==> config.mk <==
export PLATFORM = sky130hd
export DESIGN_NAME = multi_port_register_file
export DESIGN_NICKNAME = d
export VERILOG_FILES = /design/src/rtl/multi_port_register_file_pkg.sv /design/src/rtl/multi_port_register_file_rf_read_port.sv /design/src/rtl/multi_port_register_file.sv
export SDC_FILE = /design/constraint.sdc
export NUM_CORES = 1
export LEC_CHECK = 0
export CAP_MARGIN = 20
export CORE_MARGIN = 10
export CORE_UTILIZATION = 53
export CTS_CLUSTER_DIAMETER = 30
export DETAILED_ROUTE_END_ITERATION = 16
export GPL_ROUTABILITY_DRIVEN = 0
export GPL_TIMING_DRIVEN = 1
export PLACE_DENSITY = 0.7
export SLEW_MARGIN = 15
export SYNTH_ARGS = -nofsm -noshare
export SYNTH_HDL_FRONTEND = slang
export SYNTH_SLANG_ARGS = --single-unit
==> constraint.sdc <==
create_clock -name In_Clock_50MHz -period 34.6 [get_ports In_Clock_50MHz]
set_clock_uncertainty 0.2 [all_clocks]
set_input_delay 6.92 -clock In_Clock_50MHz [delete_from_list [all_inputs] [get_ports In_Clock_50MHz]]
set_output_delay 6.92 -clock In_Clock_50MHz [all_outputs]
set_load 0.02 [all_outputs]
==> src/rtl/multi_port_register_file_pkg.sv <==
// Shared definitions for the multi-port register file: clear-FSM encoding
// and default parameter values.
package multi_port_register_file_pkg;

    typedef enum logic {
        IDLE  = 1'b0,
        CLEAR = 1'b1
    } clear_state_t;

    localparam int unsigned DEF_BIT_WIDTH = 32;
    localparam int unsigned DEF_REG_COUNT = 8;
    localparam int unsigned DEF_ZERO_REG  = 0;

endpackage

==> src/rtl/multi_port_register_file_rf_read_port.sv <==
// One registered read port: address mux, write-through bypass, optional
// hardwired-zero register 0, output data register and valid flag.
module rf_read_port
    import multi_port_register_file_pkg::*;
#(
    parameter int P_BitWidth = DEF_BIT_WIDTH,
    parameter int P_RegCount = DEF_REG_COUNT,
    parameter int P_ZeroReg  = DEF_ZERO_REG
) (
    input  logic                          clk,
    input  logic                          rst,
    input  logic [P_BitWidth-1:0]         regs [P_RegCount],
    input  logic [$clog2(P_RegCount)-1:0] rd_addr,
    input  logic                          read,
    input  logic                          wr_en,
    input  logic [$clog2(P_RegCount)-1:0] wr_addr,
    input  logic [P_BitWidth-1:0]         wr_data,
    input  logic                          busy,
    output logic [P_BitWidth-1:0]         rd_data,
    output logic                          valid
);

    localparam bit ZERO_REG = (P_ZeroReg != 0);

    logic [P_BitWidth-1:0] sel_data;

    // NOTE: sel_data gets a default before any condition so no latch is inferred.
    always_comb begin
        sel_data = regs[rd_addr];
        if (wr_en && (wr_addr == rd_addr))
            sel_data = wr_data;
        if (ZERO_REG && (rd_addr == '0))
            sel_data = '0;
    end

    // Data is captured even while busy; only the valid flag is suppressed.
    always_ff @(posedge clk or posedge rst) begin
        if (rst) begin
            rd_data <= '0;
            valid   <= 1'b0;
        end else if (read) begin
            rd_data <= sel_data;
            valid   <= !busy;
        end else begin
            valid   <= 1'b0;
        end
    end

endmodule

==> src/rtl/multi_port_register_file.sv <==
// Register file with one write port, two independent 1-cycle read ports and
// a sequential bulk-clear engine that zeroes one register per cycle.
module multi_port_register_file
    import multi_port_register_file_pkg::*;
#(
    parameter int P_BitWidth = DEF_BIT_WIDTH,
    parameter int P_RegCount = DEF_REG_COUNT,
    parameter int P_ZeroReg  = DEF_ZERO_REG
) (
    input  logic                          In_Clock_50MHz,
    input  logic                          In_Reset,
    input  logic [$clog2(P_RegCount)-1:0] In_WrAddr,
    input  logic [P_BitWidth-1:0]         In_WrData,
    input  logic                          In_Write,
    input  logic [$clog2(P_RegCount)-1:0] In_RdAddrA,
    input  logic [$clog2(P_RegCount)-1:0] In_RdAddrB,
    input  logic                          In_ReadA,
    input  logic                          In_ReadB,
    output logic [P_BitWidth-1:0]         Out_ReadDataA,
    output logic [P_BitWidth-1:0]         Out_ReadDataB,
    output logic                          Out_ValidA,
    output logic                          Out_ValidB,
    input  logic                          In_Clear,
    output logic                          Out_Busy
);

    localparam int AW       = $clog2(P_RegCount);
    localparam bit ZERO_REG = (P_ZeroReg != 0);

    logic [P_BitWidth-1:0] regs [P_RegCount];
    clear_state_t          state, next_state;
    logic [AW-1:0]         clr_idx;
    logic                  busy;
    logic                  wr_en;

    assign wr_en = In_Write && !busy && !(ZERO_REG && (In_WrAddr == '0));

    // Clear FSM: state register and sweep counter.
    always_ff @(posedge In_Clock_50MHz or posedge In_Reset) begin
        if (In_Reset) begin
            state   <= IDLE;
            clr_idx <= '0;
        end else begin
            state <= next_state;
            if (state == IDLE)
                clr_idx <= '0;
            else
                clr_idx <= clr_idx + 1'b1;
        end
    end

    always_comb begin
        next_state = state;
        case (state)
            IDLE:    if (In_Clear) next_state = CLEAR;
            CLEAR:   if (clr_idx == AW'(P_RegCount - 1)) next_state = IDLE;
            default: next_state = IDLE;
        endcase
    end

    always_comb begin
        busy = (state == CLEAR);
    end

    assign Out_Busy = busy;

    // NOTE: the storage is a plain flop array, so resetting every entry is legal and cheap to reason about.
    always_ff @(posedge In_Clock_50MHz or posedge In_Reset) begin
        if (In_Reset) begin
            for (int i = 0; i < P_RegCount; i++)
                regs[i] <= '0;
        end else if (busy) begin
            regs[clr_idx] <= '0;
        end else if (wr_en) begin
            regs[In_WrAddr] <= In_WrData;
        end
    end

    rf_read_port #(
        .P_BitWidth (P_BitWidth),
        .P_RegCount (P_RegCount),
        .P_ZeroReg  (P_ZeroReg)
    ) u_port_a (
        .clk     (In_Clock_50MHz),
        .rst     (In_Reset),
        .regs    (regs),
        .rd_addr (In_RdAddrA),
        .read    (In_ReadA),
        .wr_en   (wr_en),
        .wr_addr (In_WrAddr),
        .wr_data (In_WrData),
        .busy    (busy),
        .rd_data (Out_ReadDataA),
        .valid   (Out_ValidA)
    );

    rf_read_port #(
        .P_BitWidth (P_BitWidth),
        .P_RegCount (P_RegCount),
        .P_ZeroReg  (P_ZeroReg)
    ) u_port_b (
        .clk     (In_Clock_50MHz),
        .rst     (In_Reset),
        .regs    (regs),
        .rd_addr (In_RdAddrB),
        .read    (In_ReadB),
        .wr_en   (wr_en),
        .wr_addr (In_WrAddr),
        .wr_data (In_WrData),
        .busy    (busy),
        .rd_data (Out_ReadDataB),
        .valid   (Out_ValidB)
    );

endmodule

==> reports/results.md <==
| Item | Reported |
|:---|:---|
| Largest voltage drop on the vdd net | 0.0690 mV |
| Diode count | 0 |
| Total of warnings raised by yosys | 0 |
| Core Rows | 63 |
| Part of the cycle the worst path needs | 27.0% |
| Global-route total usage across every layer | 25.2% |
| Average cell area after synthesis | 14.3 um2 |
| Via count of the routed design | 11600 |
| Multi-input combinational cell area | 0.00721 mm2 |
| Post-route ant nets | 0 |
| Skew-Pair Late Insertion Delay | 0.56 ns |
| Via-to-Cell Ratio | 7.06 |
| Die height | 195 um |
| Clock sink total | 326 |
| WS Path Type | in2reg |
| Required time reported for the critical path endpoint | 34.81 ns |
| Synth async-reset ratio | 100% |
| Wire length of the first global-routing pass | 75600 um |
| Number of nets at the end of the flow | 1250 |
| Top cells by count, synth | sky130_fd_sc_hd__dfrtp_1 (326), sky130_fd_sc_hd__a22o_1 (256), sky130_fd_sc_hd__mux4_2 (114), sky130_fd_sc_hd__nor2_1 (51), sky130_fd_sc_hd__clkbuf_1 (48) |
| Die outline area | 0.0378 mm2 |
| Setup slack after placement | 24.73 ns |
| CTS HTree Levels | 3 |
| Crit end category | register |
| Cell taking the most area after synthesis | sky130_fd_sc_hd__dfrtp_1 |
| Lkg Pwr | 8.94 nW |
| Buffer depth of the longest clock path | 3 |
| Starting utilization of the core area | 54.0% |
| Max-cap violations | 0 |
| Pwr Density | 81.1 mW/mm2 |
| Postcts setup bufs | 0 |
| Root buffer selected by CTS | sky130_fd_sc_hd__clkbuf_16 |
| Library cell with the highest instance count after synthesis | sky130_fd_sc_hd__dfrtp_1 |
| Placed wire-length estimate after detailed placement | 25300 um |
| Number of endpoints with negative hold slack in the final report | 0 |
| Die W | 195 um |
| TritonCTS Buffers | 69 |
| Fraction of final layout cells with drive strength greater than 1 | 25.0% |
| Max Freq | 107 MHz |
| Number of design-rule violations left by the first detailed-router iteration | 1245 |
| Unrepaired setup endpoints after global routing | no |
| Via count of the first global-routing pass | 12300 |
| Final routed DRC violation total | 0 |
| Number of different library cells in the post-synthesis netlist | 41 |
| Number of I/O pins | 114 |
| Area added between synthesis and finish | 22.0% |
| Setup total negative slack | 0 ns |
| Worst-margin pin slew | 1.12 ns |
| Hold-fix buffers, CTS | 0 |
| Worst Setup Start Kind | input pin |
| First-pass detailed-route iteration total | 5 |
| Number of antenna violations at the first check in global routing | 1 |
| Class of the tightest hold or removal check | reg2reg |
| Status | complete, no violations |
| Core area | 0.0299 mm2 |
| Final routed wire length divided by cell count | 29.7 um |
| Min cycle time layout | 9.33 ns |
| Sequential element share of the synthesized area | 50.5% |
| Total gr overflow | 0 |
| Clock Pin Slew Worst Setup and Hold Paths | 0.05 ns |
| TritonCTS clock tree | yes |
| Smallest setup slack after layout | 25.27 ns |
| Synth Register Bits | 326 |
| Critical path peak fanout | 17 |
| Relative max-transition margin | 25.3% |
| Post-CTS resize count | 0 |
| Proportion of netlist area held by the largest area contributor | 50.5% |
| Net count of the mapped netlist | 1175 |
| Filler Cell Count | 2107 |
| Number of instances in the placed design | 1520 |
| Number of enable flip-flop cells after synthesis | 0 |
| Slew Limit Fails | 0 |
| Final count of negative-setup-slack endpoints | 0 |
| Total of buffers placed on input and output ports | 113 |
| Sequential cell area | 0.00816 mm2 |
| Post-synthesis instance total | 1126 |
| Final standard cell count with taps included and fillers excluded | 1643 |
| Largest net degree at the start of global routing | 187 |
| Top cells by area, synth | sky130_fd_sc_hd__dfrtp_1 (51%), sky130_fd_sc_hd__mux4_2 (16%), sky130_fd_sc_hd__a22o_1 (14%) |
| Post-Synthesis Cell Area | 0.0161 mm2 |
| Arrival time of data at the critical path endpoint | 9.54 ns |
| Drt total wl | 48700 um |
| Flip-flop cell with the highest count after synthesis | sky130_fd_sc_hd__dfrtp_1 |
-- where the power goes --
part,internal (W),switching [W],leakage [nW]
Sequential,0.000479,0.0000791,4.44
Clock,0.000452,0.000215,1.16
Combinational,0.000188,0.000186,3.34
Total,0.00112,0.000480,8.94
-- cell usage in the layout (no fill, tap or decap), types with 7 or more instances in the layout --
master and count:
sky130_fd_sc_hd__dfrtp_1 326, sky130_fd_sc_hd__a22o_1 256, sky130_fd_sc_hd__mux4_2 114, sky130_fd_sc_hd__clkdlybuf4s50_1 106, sky130_fd_sc_hd__clkbuf_16 71, sky130_fd_sc_hd__nor2_1 45, sky130_fd_sc_hd__mux2i_1 40, sky130_fd_sc_hd__a221oi_1 40
sky130_fd_sc_hd__inv_1 32, sky130_fd_sc_hd__buf_4 32, sky130_fd_sc_hd__mux2_2 24, sky130_fd_sc_hd__a221o_1 24, sky130_fd_sc_hd__nor2b_1 21, sky130_fd_sc_hd__mux4_1 13, sky130_fd_sc_hd__clkinv_2 13, sky130_fd_sc_hd__clkbuf_8 12
sky130_fd_sc_hd__bufinv_16 7
-- layout make-up --
cell class                 count  area share [%]
clock buffer                  89            9.97
clock inverter                34            2.06
multi-input combinational    627            36.6
timing repair buffer         144            6.83
tap                          390            2.48
sequential                   326            41.4
inverter                      33           0.667
-- kinds of logic after synthesis --
logic type               share of synthesized area (%)
buffers and inverters                             5.44
AND/OR/NAND/NOR                                   3.10
flip-flops                                        50.5
multiplexers                                      22.3
XOR/XNOR                                         0.325
adder cells (fa/ha/maj)                          0.155
AO/OA/AOI/OAI                                     18.1
-- worst max-delay path: stages --
cell	delay [ns]
sky130_fd_sc_hd__clkdlybuf4s50_1	0.64
sky130_fd_sc_hd__xnor2_1	0.37
sky130_fd_sc_hd__and4_1	0.99
sky130_fd_sc_hd__buf_4	0.45
sky130_fd_sc_hd__a221oi_1	0.16
-- routing by layer --
metal	up-vias	routed length, um	track usage (%)
met2	657	23200	39.5
met4	2	1360	9.88
met5	-	13	0
li1	4667	-	-
met1	6167	19800	33.3
met3	108	4320	6.18
-- flip-flops by register name, summed over array words and instances, names as in the netlist --
signal	flops
Out_Busy	1
clr_idx	3
u_port_b.valid	1
u_port_a.rd_data	32
u_port_b.rd_data	32
regs	256
u_port_a.valid	1
-- per-stage QoR --
stage	utilization (%)	hold slack (ns)	total power [W]	cell area [um2]
2_1_floorplan	-	0.274	0.000789	16100
3_3_place_gp	58.0	0.293	0.000915	17300
3_5_place_dp	58.0	0.295	0.000926	17300
4_1_cts	65.9	0.315	0.00160	19700
5_1_grt	65.9	0.330	0.00166	19700
6_report	65.9	0.311	0.00160	19700
-- path summary, 6_finish.rpt --
kind / start / to / slack (ns) / cells after the start
worst max register to register: Out_Busy / regs[121] / 31.65 / 4
worst min register to register: regs[143] / regs[143] / 0.31 / 1
worst min-delay path: regs[143] / regs[143] / 0.31 / 1
max in group asynchronous: In_Reset / u_port_b.rd_data[25] / 25.81 / 3
min in group asynchronous: In_Reset / u_port_a.rd_data[3] / 6.76 / 2
worst max-delay path: In_WrAddr[2] / u_port_b.rd_data[17] / 25.27 / 5
No activity file was read; power rests on OpenSTA's default activity.
